**src/rtl/voxel_dda_stepper_pkg.sv**
```systemverilog
// Shared types for the voxel DDA ray stepper: fixed-point scalars, vectors,
// block coordinates and block types, FSM states and the saturating adder.
package voxel_dda_stepper_pkg;

  localparam int FIXED_W = 32;
  localparam int COORD_W = 16;
  localparam int ADDR_W  = 8;

  // Q16.16 signed fixed point; ray distances are never negative, so the
  // largest positive code doubles as "this axis never crosses a boundary".
  typedef logic signed [FIXED_W-1:0] fixed;
  localparam fixed FIXED_1   = 32'sh0001_0000;
  localparam fixed FIXED_MAX = 32'sh7FFF_FFFF;

  // Index 0 = x, 1 = y, 2 = z.
  typedef fixed [2:0] vec3;

  typedef logic signed [COORD_W-1:0] coord_t;
  typedef coord_t [2:0] vec3i;

  typedef struct packed {
    logic [ADDR_W-1:0] z;
    logic [ADDR_W-1:0] y;
    logic [ADDR_W-1:0] x;
  } BlockPos;

  typedef enum logic [3:0] {
    BLOCK_AIR   = 4'd0,
    BLOCK_STONE = 4'd1,
    BLOCK_DIRT  = 4'd2,
    BLOCK_WATER = 4'd3
  } BlockType;

  typedef enum logic [2:0] {
    S_IDLE,
    S_BOUNDS,
    S_FETCH,
    S_WAIT,
    S_STEP,
    S_DONE
  } dda_state_t;

  typedef enum logic [1:0] {
    AXIS_X = 2'd0,
    AXIS_Y = 2'd1,
    AXIS_Z = 2'd2
  } axis_t;

  // Non-negative add that pins at FIXED_MAX, so an axis that has run off to
  // "infinity" stays there instead of wrapping back into contention.
  function automatic fixed sat_add(input fixed a, input fixed b);
    logic [FIXED_W:0] sum;
    sum = {1'b0, a} + {1'b0, b};
    if (sum >= {1'b0, FIXED_MAX}) return FIXED_MAX;
    return fixed'(sum[FIXED_W-1:0]);
  endfunction

endpackage

```
**src/rtl/voxel_dda_stepper_if.sv**
```systemverilog
// Ray-start handshake, result handshake and block-RAM read port of the stepper.
interface voxel_dda_stepper_if
  import voxel_dda_stepper_pkg::*;
#(
  parameter int STEP_BITS = 7
) ();

  logic                 start_valid;
  logic                 start_ready;
  vec3i                 ray_pos_in;
  logic [2:0]           ray_step_in;
  vec3                  t_max_in;
  vec3                  t_delta_in;

  logic                 result_valid;
  logic                 result_ready;
  BlockType             hit_block;
  vec3i                 hit_pos;
  vec3                  hit_norm;
  logic                 hit_miss;
  logic [STEP_BITS-1:0] hit_steps;

  BlockPos              ram_addr;
  logic                 ram_read_enable;
  BlockType             ram_out;
  logic                 ram_valid;

  modport master (
    output start_valid, ray_pos_in, ray_step_in, t_max_in, t_delta_in,
    output result_ready, ram_out, ram_valid,
    input  start_ready, result_valid, hit_block, hit_pos, hit_norm,
    input  hit_miss, hit_steps, ram_addr, ram_read_enable
  );

  modport slave (
    input  start_valid, ray_pos_in, ray_step_in, t_max_in, t_delta_in,
    input  result_ready, ram_out, ram_valid,
    output start_ready, result_valid, hit_block, hit_pos, hit_norm,
    output hit_miss, hit_steps, ram_addr, ram_read_enable
  );

endinterface

```
**src/rtl/voxel_dda_stepper_axis_select.sv**
```systemverilog
// Picks the axis with the smallest t_max (ties go x, then y, then z) and
// flags when every axis is parked at FIXED_MAX.
module dda_axis_select
  import voxel_dda_stepper_pkg::*;
(
  input  fixed  i_t_x,
  input  fixed  i_t_y,
  input  fixed  i_t_z,
  output axis_t o_axis,
  output logic  o_all_max
);

  logic w_x_le_y;
  logic w_x_le_z;
  logic w_y_le_z;

  // FIXED_MAX is the largest legal t, so a plain <= already keeps parked axes
  // out unless all three are parked, which o_all_max reports separately.
  always_comb begin
    w_x_le_y  = $unsigned(i_t_x) <= $unsigned(i_t_y);
    w_x_le_z  = $unsigned(i_t_x) <= $unsigned(i_t_z);
    w_y_le_z  = $unsigned(i_t_y) <= $unsigned(i_t_z);
    o_all_max = (i_t_x == FIXED_MAX) && (i_t_y == FIXED_MAX) && (i_t_z == FIXED_MAX);
    if (w_x_le_y && w_x_le_z) o_axis = AXIS_X;
    else if (w_y_le_z)        o_axis = AXIS_Y;
    else                      o_axis = AXIS_Z;
  end

endmodule

```
**src/rtl/voxel_dda_stepper.sv**
```systemverilog
// Amanatides-Woo style voxel walker: tests the start voxel, then steps one
// voxel at a time along the nearest boundary until a solid block, the grid
// edge or the step budget ends the ray.
module voxel_dda_stepper
  import voxel_dda_stepper_pkg::*;
#(
  parameter int GRID_BITS_X = 4,
  parameter int GRID_BITS_Y = 4,
  parameter int GRID_BITS_Z = 4,
  parameter int MAX_STEPS   = 64
) (
  input  logic               clk_in,
  input  logic               rst_in,
  voxel_dda_stepper_if.slave bus
);

  localparam int STEP_BITS = $clog2(MAX_STEPS + 1);
  localparam logic [COORD_W-1:0] GRID_MAX_X = COORD_W'((1 << GRID_BITS_X) - 1);
  localparam logic [COORD_W-1:0] GRID_MAX_Y = COORD_W'((1 << GRID_BITS_Y) - 1);
  localparam logic [COORD_W-1:0] GRID_MAX_Z = COORD_W'((1 << GRID_BITS_Z) - 1);

  dda_state_t           r_state;
  dda_state_t           w_state_next;
  vec3i                 r_pos;
  logic [2:0]           r_dir;
  vec3                  r_t_max;
  vec3                  r_t_delta;
  vec3                  r_norm;
  logic [STEP_BITS-1:0] r_steps;
  BlockType             r_block;
  logic                 r_miss;

  logic                 w_oob;
  logic                 w_budget;
  logic                 w_hit;
  logic                 w_all_max;
  axis_t                w_axis;
  coord_t               w_pos_next;
  fixed                 w_t_next;
  vec3                  w_norm_next;

  dda_axis_select u_axis_select (
    .i_t_x     (r_t_max[0]),
    .i_t_y     (r_t_max[1]),
    .i_t_z     (r_t_max[2]),
    .o_axis    (w_axis),
    .o_all_max (w_all_max)
  );

  // A negative coordinate reads as a huge unsigned value, so one unsigned
  // compare per axis catches both ends of the grid.
  assign w_oob = ($unsigned(r_pos[0]) > GRID_MAX_X) ||
                 ($unsigned(r_pos[1]) > GRID_MAX_Y) ||
                 ($unsigned(r_pos[2]) > GRID_MAX_Z);
  assign w_budget = (r_steps == STEP_BITS'(MAX_STEPS));
  assign w_hit    = bus.ram_valid && (bus.ram_out != BLOCK_AIR);

  assign w_pos_next = r_pos[w_axis] + (r_dir[w_axis] ? coord_t'(1) : coord_t'(-1));
  assign w_t_next   = sat_add(r_t_max[w_axis], r_t_delta[w_axis]);

  // Entry face normal points against the direction of travel on the stepped axis.
  always_comb begin
    w_norm_next         = '0;
    w_norm_next[w_axis] = r_dir[w_axis] ? -FIXED_1 : FIXED_1;
  end

  assign bus.start_ready     = (r_state == S_IDLE);
  assign bus.result_valid    = (r_state == S_DONE);
  assign bus.ram_read_enable = (r_state == S_FETCH);
  assign bus.ram_addr        = {r_pos[2][ADDR_W-1:0], r_pos[1][ADDR_W-1:0], r_pos[0][ADDR_W-1:0]};
  assign bus.hit_block       = r_block;
  assign bus.hit_pos         = r_pos;
  assign bus.hit_norm        = r_norm;
  assign bus.hit_miss        = r_miss;
  assign bus.hit_steps       = r_steps;

  // State register.
  always_ff @(posedge clk_in) begin
    if (!rst_in) r_state <= S_IDLE;
    else         r_state <= w_state_next;
  end

  // Next-state logic; ram_valid only matters while a read is outstanding.
  always_comb begin
    w_state_next = r_state;
    case (r_state)
      S_IDLE:   if (bus.start_valid) w_state_next = S_BOUNDS;
      S_BOUNDS: w_state_next = (w_oob || w_budget) ? S_DONE : S_FETCH;
      S_FETCH:  w_state_next = S_WAIT;
      S_WAIT:   if (bus.ram_valid) w_state_next = w_hit ? S_DONE : S_STEP;
      S_STEP:   w_state_next = w_all_max ? S_DONE : S_BOUNDS;
      S_DONE:   if (bus.result_ready) w_state_next = S_IDLE;
      default:  w_state_next = S_IDLE;
    endcase
  end

  // Ray datapath: capture on start, advance on STEP, latch the verdict.
  always_ff @(posedge clk_in) begin
    if (!rst_in) begin
      r_pos     <= '0;
      r_dir     <= '0;
      r_t_max   <= '0;
      r_t_delta <= '0;
      r_norm    <= '0;
      r_steps   <= '0;
      r_block   <= BLOCK_AIR;
      r_miss    <= 1'b0;
    end else begin
      case (r_state)
        S_IDLE: begin
          if (bus.start_valid) begin
            r_pos     <= bus.ray_pos_in;
            r_dir     <= bus.ray_step_in;
            r_t_max   <= bus.t_max_in;
            r_t_delta <= bus.t_delta_in;
            r_norm    <= '0;
            r_steps   <= '0;
            r_block   <= BLOCK_AIR;
            r_miss    <= 1'b0;
          end
        end
        S_BOUNDS: begin
          if (w_oob || w_budget) r_miss <= 1'b1;
        end
        S_WAIT: begin
          if (w_hit) r_block <= bus.ram_out;
        end
        S_STEP: begin
          if (w_all_max) begin
            r_miss <= 1'b1;
          end else begin
            r_pos[w_axis]   <= w_pos_next;
            r_t_max[w_axis] <= w_t_next;
            r_norm          <= w_norm_next;
            r_steps         <= r_steps + 1'b1;
          end
        end
        default: ;
      endcase
    end
  end

endmodule

```
**src/flat_wrapper.sv**
```systemverilog
// flat-port wrapper written by rule: the top's interface ports become plain ports
module voxel_dda_stepper_flat import voxel_dda_stepper_pkg::*;
#(
  parameter int GRID_BITS_X = 4,
  parameter int GRID_BITS_Y = 4,
  parameter int GRID_BITS_Z = 4,
  parameter int MAX_STEPS   = 64
)
  (clk_in, rst_in, bus_start_valid, bus_ray_pos_in, bus_ray_step_in, bus_t_max_in, bus_t_delta_in, bus_result_ready, bus_ram_out, bus_ram_valid, bus_start_ready, bus_result_valid, bus_hit_block, bus_hit_pos, bus_hit_norm, bus_hit_miss, bus_hit_steps, bus_ram_addr, bus_ram_read_enable);
  voxel_dda_stepper_if #(.STEP_BITS(7)) bus_i ();
  input  logic clk_in;
  input  logic rst_in;
  input wire logic [$bits(bus_i.start_valid)-1:0] bus_start_valid;
  input wire logic [$bits(bus_i.ray_pos_in)-1:0] bus_ray_pos_in;
  input wire logic [$bits(bus_i.ray_step_in)-1:0] bus_ray_step_in;
  input wire logic [$bits(bus_i.t_max_in)-1:0] bus_t_max_in;
  input wire logic [$bits(bus_i.t_delta_in)-1:0] bus_t_delta_in;
  input wire logic [$bits(bus_i.result_ready)-1:0] bus_result_ready;
  input wire logic [$bits(bus_i.ram_out)-1:0] bus_ram_out;
  input wire logic [$bits(bus_i.ram_valid)-1:0] bus_ram_valid;
  output wire logic [$bits(bus_i.start_ready)-1:0] bus_start_ready;
  output wire logic [$bits(bus_i.result_valid)-1:0] bus_result_valid;
  output wire logic [$bits(bus_i.hit_block)-1:0] bus_hit_block;
  output wire logic [$bits(bus_i.hit_pos)-1:0] bus_hit_pos;
  output wire logic [$bits(bus_i.hit_norm)-1:0] bus_hit_norm;
  output wire logic [$bits(bus_i.hit_miss)-1:0] bus_hit_miss;
  output wire logic [$bits(bus_i.hit_steps)-1:0] bus_hit_steps;
  output wire logic [$bits(bus_i.ram_addr)-1:0] bus_ram_addr;
  output wire logic [$bits(bus_i.ram_read_enable)-1:0] bus_ram_read_enable;
  assign bus_i.start_valid = bus_start_valid;
  assign bus_i.ray_pos_in = bus_ray_pos_in;
  assign bus_i.ray_step_in = bus_ray_step_in;
  assign bus_i.t_max_in = bus_t_max_in;
  assign bus_i.t_delta_in = bus_t_delta_in;
  assign bus_i.result_ready = bus_result_ready;
  assign bus_i.ram_out = bus_ram_out;
  assign bus_i.ram_valid = bus_ram_valid;
  assign bus_start_ready = bus_i.start_ready;
  assign bus_result_valid = bus_i.result_valid;
  assign bus_hit_block = bus_i.hit_block;
  assign bus_hit_pos = bus_i.hit_pos;
  assign bus_hit_norm = bus_i.hit_norm;
  assign bus_hit_miss = bus_i.hit_miss;
  assign bus_hit_steps = bus_i.hit_steps;
  assign bus_ram_addr = bus_i.ram_addr;
  assign bus_ram_read_enable = bus_i.ram_read_enable;
  voxel_dda_stepper #(.GRID_BITS_X(GRID_BITS_X), .GRID_BITS_Y(GRID_BITS_Y), .GRID_BITS_Z(GRID_BITS_Z), .MAX_STEPS(MAX_STEPS)) u_core (.clk_in(clk_in), .rst_in(rst_in), .bus(bus_i));
endmodule
```
**config.mk**
```make
export PLATFORM = sky130hd
export DESIGN_NAME = voxel_dda_stepper_flat
export DESIGN_NICKNAME = d
export VERILOG_FILES = /design/src/rtl/voxel_dda_stepper_pkg.sv /design/src/rtl/voxel_dda_stepper_if.sv /design/src/rtl/voxel_dda_stepper_axis_select.sv /design/src/rtl/voxel_dda_stepper.sv /design/src/flat_wrapper.sv
export SDC_FILE = /design/constraint.sdc
export NUM_CORES = 1
export LEC_CHECK = 0
export BUFFER_PORTS_ARGS = -buffer_cell sky130_fd_sc_hd__buf_2
export CELL_PAD_IN_SITES_DETAIL_PLACEMENT = 1
export CELL_PAD_IN_SITES_GLOBAL_PLACEMENT = 2
export CORE_MARGIN = 3
export CORE_UTILIZATION = 31
export CTS_CLUSTER_SIZE = 16
export DETAILED_ROUTE_END_ITERATION = 8
export PLACE_DENSITY_LB_ADDON = 0.1
export SYNTH_ARGS = -nofsm -noshare
export SYNTH_HDL_FRONTEND = slang
export SYNTH_HIERARCHICAL = 1
export SYNTH_SLANG_ARGS = --single-unit
```
**constraint.sdc**
```tcl
create_clock -name clk_in -period 7 [get_ports clk_in]
set_clock_uncertainty 0.1 [all_clocks]
set_input_delay 1.75 -clock clk_in [delete_from_list [all_inputs] [get_ports clk_in]]
set_output_delay 1.75 -clock clk_in [all_outputs]
set_load 0.01 [all_outputs]
```
# After elaboration in Yosys (flattened, before gate mapping)
# Cells that the tools add are included.
[word_totals]
regBits = 354
wordCells = 111
out_inout_bits = 183
[op_classes]
add_sub_neg = 3
n_mux = 47
bitwise_logic = 1
order_cmp = 9
n_eq_ne = 16
reduce_logical = 18
[ops]
columns = ["cell", "n"]
rows = [
  ["$mux 96", 4],
  ["$pmux 96 s2", 2],
  ["$mux 32", 6],
  ["$bmux 32 s2", 2],
  ["$and 96x96->96", 1],
  ["$bwmux 96", 1],
  ["$eq 32x32->1 const B", 3],
  ["$le 32x32->1", 3],
  ["$mux 48", 2],
  ["$pmux 48 s2", 1],
  ["$demux 32 s2", 1],
  ["$bwmux 48", 1],
  ["$gt 16x4->1 const B", 3],
  ["$mux 16", 3],
  ["$add 32x32->33", 1],
  ["$ge 33x31->1 const B", 1],
  ["$bmux 16 s2", 1],
  ["$demux 16 s2", 1],
  ["$pmux 3 s6", 1],
  ["$add 16x16->16", 1],
  ["$mux 3", 5],
  ["$mux 7", 2],
  ["$pmux 7 s2", 1],
  ["$reduce_and 3->1", 3],
  ["other kinds (23)", 44],
]

# Depth between registers and ports, before layout
[depth]
word_depth = 12
ltp_mapped = 27
mapped_depth_nobuf = 22

# By module
# The synthesis kept the hierarchy.
[modules_own_cells]
columns = ["mod", "instances", "seq_area_each_um2", "area_each_um2", "cells_each"]
rows = [
  ["voxel_dda_stepper", 1, 5285.1, 16487.1, 2116],
  ["dda_axis_select", 1, 0.0, 2575.0, 347],
]

# Worst setup path after synthesis
# No wires, ideal clock.
[synth_timing]
path_type = "register to register"
startpoint = "reg u_core/r_t_max[62] in the netlist's numbering"
endpoint = "reg u_core/r_t_max[89] in the netlist's numbering"
period_less_slack_ps = 6052
path_slack_ps = 948
stages_incl_launch_ff = 25
required_ps = 6770
t_arrival_ps = 5822
n_path_buf = 6
cell_sequence = "dfxtp_1 inv_1 ha_1 nand4_2 or4_4 nand2b_1 a31oi_1 nor4_1 a311oi_1 clkbuf_1 clkbuf_1 buf_1 buf_1 mux2i_1 o21ai_0 ha_1 and3_1 and4_1 a41o_1 a311o_1 a211o_1 buf_6 buf_6 a21oi_2 o31ai_1"
[synth_between]
elab_chain_len = 12
[synth_rtl]
columns = ["element", "line", "source"]
rows = [
  ["start: declaration", "voxel_dda_stepper.sv:26", "vec3 r_t_max;"],
  ["start signal: assignment", "voxel_dda_stepper.sv:114", "r_t_max <= bus.t_max_in;"],
  ["start signal: indexed assignment", "voxel_dda_stepper.sv:133", "r_t_max[w_axis] <= w_t_next;"],
  ["$le 32x32->1 (on tied branches)", "voxel_dda_stepper_axis_select.sv:22, voxel_dda_stepper_axis_select.sv:20", ""],
  ["$mux 2 or $logic_and 1x1->1 (tied branches)", "voxel_dda_stepper_axis_select.sv:25, voxel_dda_stepper_axis_select.sv:24", ""],
  ["$mux 2 (*)", "voxel_dda_stepper_axis_select.sv:24", "if (w_x_le_y && w_x_le_z) o_axis = AXIS_X;"],
  ["via u_core.w_axis[1]", "voxel_dda_stepper.sv:37", "axis_t w_axis;"],
  ["$bmux 32 s2", "voxel_dda_stepper.sv:59", "assign w_t_next = sat_add(r_t_max[w_axis], r_t_delta[w_axis]);"],
  ["$mux 32 (not written as such)", "voxel_dda_stepper.sv:59", ""],
  ["$add 32x32->33", "voxel_dda_stepper_pkg.sv:53", "sum = {1'b0, a} + {1'b0, b};"],
  ["$ge 33x31->1", "voxel_dda_stepper_pkg.sv:54", "if (sum >= {1'b0, FIXED_MAX}) return FIXED_MAX;"],
  ["$mux 1", "voxel_dda_stepper_pkg.sv:54", ""],
  ["$mux 32", "voxel_dda_stepper_pkg.sv:55", "return fixed'(sum[FIXED_W-1:0]);"],
  ["$bwmux 96 (*)", "voxel_dda_stepper.sv:133", ""],
  ["$mux 96 (*)", "voxel_dda_stepper.sv:129", "if (w_all_max) begin"],
  ["$pmux 96 s2 (*)", "voxel_dda_stepper.sv:109", "case (r_state)"],
]
# The timed path passes the listed nets; every way through them passes the cells marked *. The select of a mux whose other input is x is not followed.
# A chain may end at the register's enable or synchronous reset.

# Worst setup path in the final report
[layout_timing]
startpoint = "reg u_core/r_t_max[87] in the netlist's numbering"
endpoint = "reg u_core/r_t_max[65] in the netlist's numbering"
[layout_between]
elab_chain_len = 12
[layout_rtl]
columns = ["element", "line"]
rows = [
  ["$le 32x32->1 (on tied branches)", "voxel_dda_stepper_axis_select.sv:22, voxel_dda_stepper_axis_select.sv:21"],
  ["$mux 2 or $logic_and 1x1->1 (tied branches)", "voxel_dda_stepper_axis_select.sv:25, voxel_dda_stepper_axis_select.sv:24"],
  ["$mux 2 (*)", "voxel_dda_stepper_axis_select.sv:24"],
  ["via u_core.w_axis[1]", "voxel_dda_stepper.sv:37"],
  ["$bmux 32 s2", "voxel_dda_stepper.sv:59"],
  ["$mux 32 (not written as such)", "voxel_dda_stepper.sv:59"],
  ["$add 32x32->33", "voxel_dda_stepper_pkg.sv:53"],
  ["$ge 33x31->1", "voxel_dda_stepper_pkg.sv:54"],
  ["$mux 1", "voxel_dda_stepper_pkg.sv:54"],
  ["$mux 32", "voxel_dda_stepper_pkg.sv:55"],
  ["$bwmux 96 (*)", "voxel_dda_stepper.sv:133"],
  ["$mux 96 (*)", "voxel_dda_stepper.sv:129"],
  ["$pmux 96 s2 (*)", "voxel_dda_stepper.sv:109"],
]
# Marked as above.

==> out/qor.yml <==
async_reset_ff_frac: 0
h-tree-depth: 2
synth_area_mm2: 0.0191
ys_seq_area_frac: 0.277
ios: 435
synth_cells: 2463
p_comb_frac: 0.592
switching_share: 0.489
clkPwrFrac: 0.202
cts-root-buf: "clkbuf_16"
tightest_slew_ns: 1.31
finalHoldViolations: 0
grt_antenna_before_repair: 10
area_growth_pct: 20.8
routabilityCongestion: 0.945
ys_seq_elements: 264
initialDrtViolationCount: 1480
hold_buffers: 0
max-slew-margin-rel: 0.123
holdWs_ns: 0.366
grt_pass1_vias: 20200
crit_path_cell_trace: "inv_1 > ha_1 > and4_1 > or4bb_1 > a311oi_1 > nor4_4 > a311oi_4 > clkbuf_16 > mux2i_1 > o21ai_0 > ha_1 > inv_1 > fa_1 > nand2b_1 > a21oi_1 > o21bai_1 > a21oi_1 > a311o_1 > a211o_1 > buf_12 > buf_4 > a21boi_2 > o31ai_1"
setup_viol: 0
timing.final.crit_share: 0.979
p_sw_mw: 4.76
register_area_mm2: 0.00529
maxCapViolations: 0
postPlaceCellArea_mm2: 0.0217
yosysTopAreaCell: "dfxtp_1"
vias: 20000
core_mm2: 0.0606
placed_cells: 3521
synth_ff_type: "dfxtp_1"
rows: 90
cts_buffer_depth: 3
place_worst_setup_slack_ns: -0.00857
cts_tree: "yes"
final_antenna_net_count: 0
status: "finished clean"
slowest_stage: "dfxtp_1"
io_buffers: 386
start_util: 0.315
ys_types: 76
drc_errors: 0
power_mw: 9.73
grt_pass1_wl_um: 135000
synth_warnings: 6
min_path_type: "flop to flop"
firstDrtPassIters: 5
final.setup.worst_slack_ns: 0.146
clock_sinks: 264
cts_buffers: 35
wirelength_um: 93700
layoutNonFillerInstCount: 3587
ys_top_cells_by_area: "dfxtp_1, ha_1, nand2_1"
layout-drive-gt1-share: 0.225
min_delay_path_depth: 2
die_y_um: 254
nFillCells: 7483
wl_per_cell_um: 26.1
fp.dieW_um: 254
grt_max_degree: 101
synth-edff-count: 0
cp_max_fo: 21
multi_input_area_mm2: 0.0122
syn_avg_cell_area_um2: 7.74
place_hpwl_um: 72600
cp_data_arrival_time_ns: 7.19
fin_area_mm2: 0.0230
routed_via_density: 5.58
fin_nets: 3177
grt.overflow.total: 0
synth.most_common_cell: "nand2_1"
path_class: "flop to flop"
p_int_mw: 4.97
pwr_density_cell_mw_per_mm2: 422
ff2ff_path_depth: 23
track_usage: 0.279
worst_setup_path_start_kind: "flop"
rsz0062_at_grt: "no"
synth_top_area_share: 0.277
max_stage_delay_ns: 0.58
worstSkewPairLatency_ns: 0.57
ir_drop_v: 0.000303
end_kind: "flop"
die_area_mm2: 0.0645
clk_pin_slew_ns: 0.06
power_frac_seq: 0.206
fmax_ghz: 0.146
drv_slew: 0
required_ns: 7.34
fin_crit_ns: 6.85
power.leakage_nw: 10.1
yosys-top-cells-count: "nand2_1, dfxtp_1, o21ai_0"
[cell usage in the layout, fill, tap and decap left out, types with 32 or more instances in the layout]
cell       instances
nor2_1            73
a21boi_0         109
o21ai_0          189
a221oi_1          32
conb_1            48
o211ai_1          48
nand4_1           43
nand2_1          434
a31oi_1           43
nand3_1           57
buf_2            385
clkbuf_16         37
mux2i_1           83
buf_4            106
ha_1             144
inv_1             90
dfxtp_1          264
a21o_1            51
a21oi_1          151
[layout make-up]
class	count	share of cell area
inverter	90	0.0147
clock inverter	13	0.0103
timing repair buffer	505	0.130
sequential	264	0.229
multi-input combinational	1883	0.530
clock buffer	46	0.0429
antenna	4	0.000435
tap	782	0.0425
[routing by layer]
metal,vias up,wire length (µm),GRT usage,share of wire
li1,9371,-,-,-
met1,9913,44700,0.401,0.48
met2,596,41900,0.440,0.45
met3,110,5160,0.0395,0.055
met4,8,1910,0.0644,0.020
met5,-,60,0,0.00064
[power by group through the flow]
stage          clock network (mW)  registers, mW  logic (mW)
6_report                     1.97           2.00        5.76
5_1_grt                      2.08           2.01        6.16
4_1_cts                      2.02           1.99        5.63
3_5_place_dp                    0           2.02        5.60
3_3_place_gp                    0           2.02        5.52
2_1_floorplan                   0           1.89        3.41
[state kept, by name (all words and copies together), names as in the netlist]
register	cells
u_core/bus.hit_norm	6
u_core/r_t_max	96
u_core/bus.hit_pos	48
u_core/r_dir	3
u_core/bus.hit_steps	7
u_core/r_t_delta	96
u_core/bus.hit_block	4
u_core/r_state	3
u_core/bus.hit_miss	1
[final timing paths]
kind | startpoint | end | slack, ns
setup reg to reg | u_core/r_t_max[87] | u_core/r_t_max[65] | 0.15
setup / recovery | u_core/r_t_max[87] | u_core/r_t_max[65] | 0.15
hold / removal | u_core/r_t_delta[9] | u_core/r_t_delta[9] | 0.37
hold reg to reg | u_core/r_t_delta[9] | u_core/r_t_delta[9] | 0.37
[worst max-delay path, delay by kind of cell (launching register included)]
family	cells	cell delay (ns)
compound gates	10	2.71
simple gates	4	1.18
fa+ha+maj	3	1.03
buf+inv	5	0.97
flops	1	0.58
mux	1	0.10
[cell families after synthesis]
group | after synthesis | synth area share
flip-flops | 264 | 0.277
AND/OR/NAND/NOR | 759 | 0.183
multiplexers | 83 | 0.0436
AO/OA/AOI/OAI | 806 | 0.284
other | 1 | 0.000197
adder cells (fa/ha/maj) | 146 | 0.0966
XOR/XNOR | 41 | 0.0188
buffers and inverters | 363 | 0.0968
[through the flow]
step                      TNS [ns]   util
after floorplan                  0      -
after global placement           0  0.359
after detailed placement  -0.00857  0.359
after CTS                        0  0.379
after global routing             0  0.380
final                            0  0.380
[timing repair]
action / CTS / global route
resized for setup: 1 / 5
setup buffers: 0 / 2
gates cloned: 0 / 1
pin swaps: 0 / 1
endpoints found under the setup margin: 1 / 5
(Power assumes the default switching activity.)
